==> config.mk <==
export PLATFORM = sky130hd
export DESIGN_NAME = rf_wb_arbiter
export DESIGN_NICKNAME = d
export VERILOG_FILES = /design/src/rtl/rf_wb_arbiter.sv
export SDC_FILE = /design/constraint.sdc
export NUM_CORES = 1
export LEC_CHECK = 0
export CAP_MARGIN = 20
export CELL_PAD_IN_SITES_DETAIL_PLACEMENT = 0
export CELL_PAD_IN_SITES_GLOBAL_PLACEMENT = 1
export CORE_UTILIZATION = 36
export CTS_BUF_LIST = sky130_fd_sc_hd__clkbuf_8
export DETAILED_ROUTE_END_ITERATION = 8
export MAX_ROUTING_LAYER = met4
export PLACE_DENSITY_LB_ADDON = 0.1
export SLEW_MARGIN = 20
export SYNTH_ARGS = -nofsm -noshare
export SYNTH_HDL_FRONTEND = slang
export SYNTH_SLANG_ARGS = --single-unit
==> constraint.sdc <==
create_clock -name clk_i -period 6.3 [get_ports clk_i]
set_clock_uncertainty 0.1 [all_clocks]
set_input_delay 1.26 -clock clk_i [delete_from_list [all_inputs] [get_ports clk_i]]
set_output_delay 1.26 -clock clk_i [all_outputs]
set_load 0.05 [all_outputs]
==> src/rtl/rf_wb_arbiter.sv <==
// Arbitrates the register-file write port between the WB stage (A, fixed priority) and a
// FIFO-buffered multi-cycle unit (B). Optional macro RF_WB_ARB_STALL_CNT_EN enables stall_cnt_o.
module rf_wb_arbiter #(
    parameter int DEPTH        = 2,
    parameter int STARVE_LIMIT = 4
) (
    input  logic        clk_i,
    input  logic        reset_i,
    input  logic        a_we_i,
    input  logic [4:0]  a_wr_i,
    input  logic [31:0] a_wd_i,
    input  logic        b_valid_i,
    input  logic [4:0]  b_wr_i,
    input  logic [31:0] b_wd_i,
    output logic        b_ready_o,
    input  logic [4:0]  rR1_i,
    input  logic [4:0]  rR2_i,
    output logic        busy1_o,
    output logic        busy2_o,
    output logic        a_stall_o,
    output logic        WE_o,
    output logic [4:0]  wR_o,
    output logic [31:0] wD_o,
    output logic [31:0] stall_cnt_o
);
    localparam int PW = (DEPTH > 1) ? $clog2(DEPTH) : 1;
    localparam logic [3:0] STARVE_MAX = 4'(STARVE_LIMIT);

    logic [4:0]       entWr [DEPTH];
    logic [31:0]      entWd [DEPTH];
    logic [DEPTH-1:0] entValid;
    logic [DEPTH-1:0] validNext;
    logic [PW-1:0]    rdPtr;
    logic [PW-1:0]    wrPtr;
    logic [PW:0]      count;
    logic [3:0]       starveCnt;
    logic             aStall;
    logic             full;
    logic             aEff;
    logic             headValid;
    logic             headMatch;
    logic             pop;
    logic             push;
    logic             busy1Raw;
    logic             busy2Raw;

    // A stalled slot ignores the WB request entirely; x0 writes are dropped.
    assign full      = (count == (PW+1)'(DEPTH));
    assign aEff      = a_we_i & ~aStall & (a_wr_i != 5'd0);
    assign headValid = (count != (PW+1)'(0)) & entValid[rdPtr];
    assign headMatch = (entWr[rdPtr] == a_wr_i);
    // Head leaves when it drains, or when it is dead (superseded earlier or right now).
    assign pop       = (count != (PW+1)'(0)) & (~aEff | ~headValid | headMatch);
    assign b_ready_o = ~reset_i & ~full;
    assign push      = b_valid_i & b_ready_o & (b_wr_i != 5'd0);
    assign a_stall_o = aStall;

    // Next-cycle entry validity: supersede by A, clear on pop, set on push.
    always_comb begin
        validNext = '0;
        for (int i = 0; i < DEPTH; i++) begin
            validNext[i] = (entValid[i] & ~(aEff & (entWr[i] == a_wr_i))
                                        & ~(pop & (rdPtr == PW'(i))))
                         | (push & (wrPtr == PW'(i)));
        end
    end

    // Pending-write scoreboard lookup for the decode stage.
    always_comb begin
        busy1Raw = 1'b0;
        busy2Raw = 1'b0;
        for (int i = 0; i < DEPTH; i++) begin
            busy1Raw = busy1Raw | (entValid[i] & (entWr[i] == rR1_i));
            busy2Raw = busy2Raw | (entValid[i] & (entWr[i] == rR2_i));
        end
        busy1_o = busy1Raw & (rR1_i != 5'd0) & ~reset_i;
        busy2_o = busy2Raw & (rR2_i != 5'd0) & ~reset_i;
    end

    // Write-port mux: A first, then the FIFO head.
    always_comb begin
        WE_o = 1'b0;
        wR_o = 5'd0;
        wD_o = 32'd0;
        if (reset_i) begin
            WE_o = 1'b0;
        end else if (aEff) begin
            WE_o = 1'b1;
            wR_o = a_wr_i;
            wD_o = a_wd_i;
        end else if (headValid) begin
            WE_o = 1'b1;
            wR_o = entWr[rdPtr];
            wD_o = entWd[rdPtr];
        end else begin
            WE_o = 1'b0;
        end
    end

    // FIFO storage, pointers and occupancy.
    always_ff @(posedge clk_i or posedge reset_i) begin
        if (reset_i) begin
            rdPtr    <= '0;
            wrPtr    <= '0;
            count    <= '0;
            entValid <= '0;
            for (int i = 0; i < DEPTH; i++) begin
                entWr[i] <= 5'd0;
                entWd[i] <= 32'd0;
            end
        end else begin
            entValid <= validNext;
            if (push) begin
                entWr[wrPtr] <= b_wr_i;
                entWd[wrPtr] <= b_wd_i;
                wrPtr        <= wrPtr + PW'(1);
            end
            if (pop) begin
                rdPtr <= rdPtr + PW'(1);
            end
            count <= count + (PW+1)'(push) - (PW+1)'(pop);
        end
    end

    // Starvation guard: after STARVE_LIMIT blocked cycles, steal one slot from A.
    always_ff @(posedge clk_i or posedge reset_i) begin
        if (reset_i) begin
            starveCnt <= 4'd0;
            aStall    <= 1'b0;
        end else if ((count == (PW+1)'(0)) || pop) begin
            starveCnt <= 4'd0;
            aStall    <= 1'b0;
        end else if (headValid && aEff) begin
            if (starveCnt + 4'd1 == STARVE_MAX) begin
                starveCnt <= 4'd0;
                aStall    <= 1'b1;
            end else begin
                starveCnt <= starveCnt + 4'd1;
                aStall    <= 1'b0;
            end
        end else begin
            starveCnt <= starveCnt;
            aStall    <= 1'b0;
        end
    end

`ifdef RF_WB_ARB_STALL_CNT_EN
    logic [31:0] stallCnt;

    // Counts cycles B is held off by a full FIFO.
    always_ff @(posedge clk_i or posedge reset_i) begin
        if (reset_i) begin
            stallCnt <= 32'd0;
        end else if (b_valid_i && !b_ready_o) begin
            stallCnt <= stallCnt + 32'd1;
        end else begin
            stallCnt <= stallCnt;
        end
    end
    assign stall_cnt_o = stallCnt;
`else
    assign stall_cnt_o = 32'h0;
`endif

endmodule

# Yosys cells after proc, flatten, opt, wreduce, memory -nomap -nowiden
# Cells that the tools add are included.
classes:
  n_addsub: 5
  n_lt_le_gt_ge: 4
  n_eq_ne: 9
  muxes: 29
  bitwise: 44
  reduce_logical: 10
op_table:
  columns: ["cell", "n"]
  rows:
  - ["$mux W32", 7]
  - ["$bwmux W64", 1]
  - ["$eq A5 B5 Y1", 7]
  - ["$mux W5", 7]
  - ["$demux W32 S1", 1]
  - ["$and A1 B1 Y1", 25]
  - ["$reduce_bool A5 Y1", 4]
  - ["$mux W4", 3]
  - ["$not A1 Y1", 11]
  - ["$bwmux W10", 1]
  - ["$mux W1", 8]
  - ["$or A1 B1 Y1", 6]
  - ["$demux W5 S1", 1]
  - ["$add A4 B1 Y4 const B", 1]
  - ["$eq A4 B3 Y1 const B", 1]
  - ["$ge A2 B2 Y1 const B", 2]
  - ["$not A1 Y2", 2]
  - ["$reduce_bool A2 Y1", 2]
  - ["$add A1 B1 Y1 const B", 2]
  - ["$add A2 B1 Y2", 1]
  - ["$eq A2 B2 Y1 const B", 1]
  - ["$logic_and A1 B1 Y1", 2]
  - ["$logic_not A2 Y1", 1]
  - ["$lt A1 B2 Y1 const B", 1]
  - ["other kinds (3)", 3]
totals:
  register_bits: 85
  in_bits: 88
  output_inout_bits: 74
  word_cells: 111

# Longest topological paths before layout
depth:
  depth_word: 11
  depth_mapped: 12
  depth_no_buf: 10

# Worst setup path after synthesis
# No wires, ideal clock.
synth_path:
  path_kind: "input -> output"
  start: "input reset_i"
  end: "output wD_o[20]"
  arrival_time_ns: 4.899
  required_time_ns: 4.940
  path_slack_ns: 0.041
  cell_stages: 4
  path_buffers: 1
  path_cell_list: "inv_1 o21ai_2 buf_2 a211oi_1"
synth_between:
  elab_chain_cells: 1
synth_rtl:
  columns: ["item", "line", "rtl"]
  rows:
  - ["start: declaration", "8", "input logic reset_i,"]
  - ["$mux W32", "85", "if (reset_i) begin"]
  - ["end: declaration", "23", "output logic [31:0] wD_o,"]
# Every way passes these cells.

# Worst setup path after layout
layout_path:
  start: "input a_wr_i[0]"
  end: "output wR_o[2]"
layout_between:
  elab_chain_cells: 4
layout_rtl:
  columns: ["item", "line", "rtl"]
  rows:
  - ["start: declaration", "10", "input logic [4:0] a_wr_i,"]
  - ["$reduce_bool A5 Y1", "49", "assign aEff = a_we_i & ~aStall & (a_wr_i != 5'd0);"]
  - ["$and A1 B1 Y1", "49", null]
  - ["$mux W5", "87", "end else if (aEff) begin"]
  - ["$mux W5", "85", null]
  - ["end: declaration", "22", "output logic [4:0] wR_o,"]
# Every way passes these cells.

==> impl_metrics.csv <==
group,metric,value,unit
worst_setup_path,timing.critical_path.required,4.94,ns
power,power_leakage,2.652,nW
global_route,grt_pass1_wl,18.89,mm
placed_design,hpwl,8.202,mm
placed_design,place_area,6232,µm²
worst_setup_path,cpLargestDelayFamily,"buffers and inverters",
worst_setup_path,worst_setup_path_start_kind,"primary input",
sta,fin_hold_ws,0.3779,ns
global_route,grt_overflow_total,0,
sta,post-route-period-util,0.8788,
die,dieArea,13950,µm²
routing,wire_per_inst,16.14,µm
clock_network,htree_levels,3,
die,die_h,118.1,µm
global_route,grt_start_max_net_pins,82,
synthesis,synth_area_leaders,"dfrtp_1 44%, mux2_2 17%, mux2i_1 7.8%, a211oi_1 6.0%, buf_4 5.3%",
sta,layout_setup_ws,0.7638,ns
clock_network,tritoncts,"yes",
sta,drv_slew,0,
sta,setup_viol_count_final,0,
synthesis,synth_edf_count,0,
synthesis,yosys.area.top_type,"dfrtp_1",
worst_setup_path,r2r_cells,11,
placed_design,port_buffers,129,
clock_network,clk_latency,0.36,ns
worst_setup_path,cp.arrival,4.18,ns
status,run_status,"complete, no violations",
worst_setup_path,max_stage_delay,0.82,ns
die,initial_core_util,0.3680,
synthesis,syn_area_per_cell,11.29,µm²
routing,vias,3622,
synthesis,synthTopCellsByCount,"85 x dfrtp_1, 74 x mux2_2, 43 x nor2_1",
sta,timing.fmax,180.6,MHz
worst_setup_path,crit_top_cell,"clkdlybuf4s50_1",
synthesis,synth-seq-area-share,0.4383,
power,clkPwrFrac,0.131,
worst_setup_path,end_kind,"output port",
worst_setup_path,timing.rr.start,"rdPtr",
finish,fill_cells,1227,
worst_setup_path,endpoint,"wR_o[2]",
worst_setup_path,cp_slowest_cell,"clkdlybuf4s50_1",
worst_setup_path,rrSetupSlack,3.24,ns
synthesis,synth_async_sr_flop_share,1.000,
die,pin_count,162,
placed_design,pre_cts_slack,0.7526,ns
flow_run,max_cap_violations,0,
routing,ant_nets,0,
finish,postLayoutCellArea,6402,µm²
power,total_power,2.630,mW
sta,fin_setup_tns,0,ns
global_route,antenna_found_initial,0,
finish,fin_cells,732,
clock_network,post_cts_resized,0,
power,pwr-share-comb,0.485,
clock_network,path_clk_slew,0.08,ns
finish,final_core_util,0.4854,
min_path,hold_path_class,"reg2reg",
synthesis,synth.distinct_cells,35,
clock_network,clockRootBuffer,"clkbuf_8",
worst_setup_path,worst_r2r_endpoint,"count[1]",
finish,layout-drive-gt1-share,0.1871,
synthesis,yosys_warnings,0,
routing,route.detailed.drc,0,
finish,fin_nets,643,
synthesis,synth_area,4853,µm²
synthesis,yosys.area.top_type_share,0.4383,
synthesis,netlist_instances,430,
sta,finalCriticalPeriod,5.536,ns
worst_setup_path,critical_path_buf_inv_count,2,
power,switchingPower,1.065,mW
worst_setup_path,crit_cells,6,
placed_design,routabilityCongestion,0.8214,
sta,hold_violations,0,
finish,n_antenna_cell,0,
global_route,grt_pass1_vias,3583,
sta,worst_pin_slew,0.7602,ns
routing,finalWirelength,11.81,mm
synthesis,yosys_most_used_dff,"dfrtp_1",
global_route,grtUsageTotal,0.1795,
power,power_frac_seq,0.384,
power,p_int,1.565,mW
worst_setup_path,path_max_fanout,5,
worst_setup_path,worstSetupStartpoint,"a_wr_i[0]",
synthesis,synth.most_common_cell,"dfrtp_1",
placed_design,dp.cells,717,
synthesis,synth_seq_cells,85,
routing,detail_route.iter0.violations,112,
clock_network,postCtsHoldBufs,0,
power,peakVddDrop,0.1560,mV
finish,synthToLayoutAreaGrowth,31.92,%
clock_network,cts_setup_buffers,0,
sta,grt_setup_unrepaired,"false",
power,power.density,410.7,nW/µm²
worst_setup_path,path_cells,"clkdlybuf4s50_1, or4_4, o21a_4, or4_1, a21oi_1, clkdlybuf4s50_1",
die,core,13190,µm²
die,chipWidth,118.1,µm
die,placementRows,42,
clock_network,numCtsBuffers,9,
worst_setup_path,path_class,"in2out",
sta,relSlewSlack,0.4932,
power,switching_share,0.4050,
clock_network,cts_sinks,85,
routing,viasPerCell,4.948,
clock_network,clockBufferDepth,2,
routing,drt-pass1-iter-count,4,
## kinds of logic after synthesis
group | Yosys count | synth area share
compound gates | 58 | 0.08739
xor+xnor | 39 | 0.07038
buf+inv | 61 | 0.07708
fa+ha+maj | 3 | 0.007735
simple gates | 71 | 0.06832
other cells | 1 | 0.0007727
mux | 112 | 0.2501
flops | 85 | 0.4383
## final cells by class
type	count	area, µm²	share of cell area
clock inverters	5	28.78	0.004495
flip-flops and latches	85	2128	0.3324
well taps	176	220.2	0.03440
multi-input cells	315	2510	0.3920
clock buffers	10	137.6	0.02150
inverters	5	20.02	0.003127
repair buffers	136	1358	0.2120
## flip-flops by register name (all words and copies together), names as in the netlist
name / count
a_stall_o: 1
count: 2
entValid: 2
entWd: 64
entWr: 10
rdPtr: 1
starveCnt: 4
wrPtr: 1
## worst min path at each step
stage / startpoint / slack (ns) / endpoint / cells past startpoint
global placement: starveCnt[0] / 0.35 / starveCnt[0] / 1
finish: starveCnt[0] / 0.38 / starveCnt[0] / 1
CTS: starveCnt[0] / 0.38 / starveCnt[0] / 1
global route: starveCnt[0] / 0.40 / starveCnt[0] / 1
detailed placement: starveCnt[0] / 0.37 / starveCnt[0] / 1
floorplan: starveCnt[0] / 0.33 / starveCnt[0] / 1
## placed cells by master (no fill, tap or decap), types with 3 or more instances in the layout
cell / Yosys / final
buf_4: 34 / 6
xnor2_1: 18 / 18
a21oi_1: 6 / 6
nor2_1: 43 / 43
conb_1: 1 / 32
a211oi_1: 39 / 39
or4_1: 4 / 4
clkdlybuf4s50_1: 0 / 128
mux2i_1: 38 / 38
nand2_1: 3 / 3
nor4_1: 5 / 5
xor2_1: 21 / 21
inv_1: 5 / 6
mux2_2: 74 / 74
ha_1: 3 / 3
dfrtp_1: 85 / 84
clkbuf_8: 0 / 10
nand3_1: 7 / 7
o21ai_0: 4 / 4
## layer usage
| metal | share of wire | global-route usage | up-vias |
|---|---|---|---|
| met4 | 0.011 | 0.05288 | 0 |
| li1 | - | - | 1720 |
| met5 | 0 | - | - |
| met3 | 0.050 | 0.03828 | 9 |
| met2 | 0.49 | 0.2875 | 107 |
| met1 | 0.45 | 0.2276 | 1786 |
## power groups by stage
stage                     sequential, mW  clock (mW)  combinational [mW]
after global placement              1.01           0                1.27
after CTS                           1.01       0.361                1.30
after global routing                1.05       0.383                1.38
final                               1.01       0.345                1.28
after floorplan                    0.951           0               0.988
after detailed placement            1.02           0                1.29
Power figures use the tool's default switching activity.
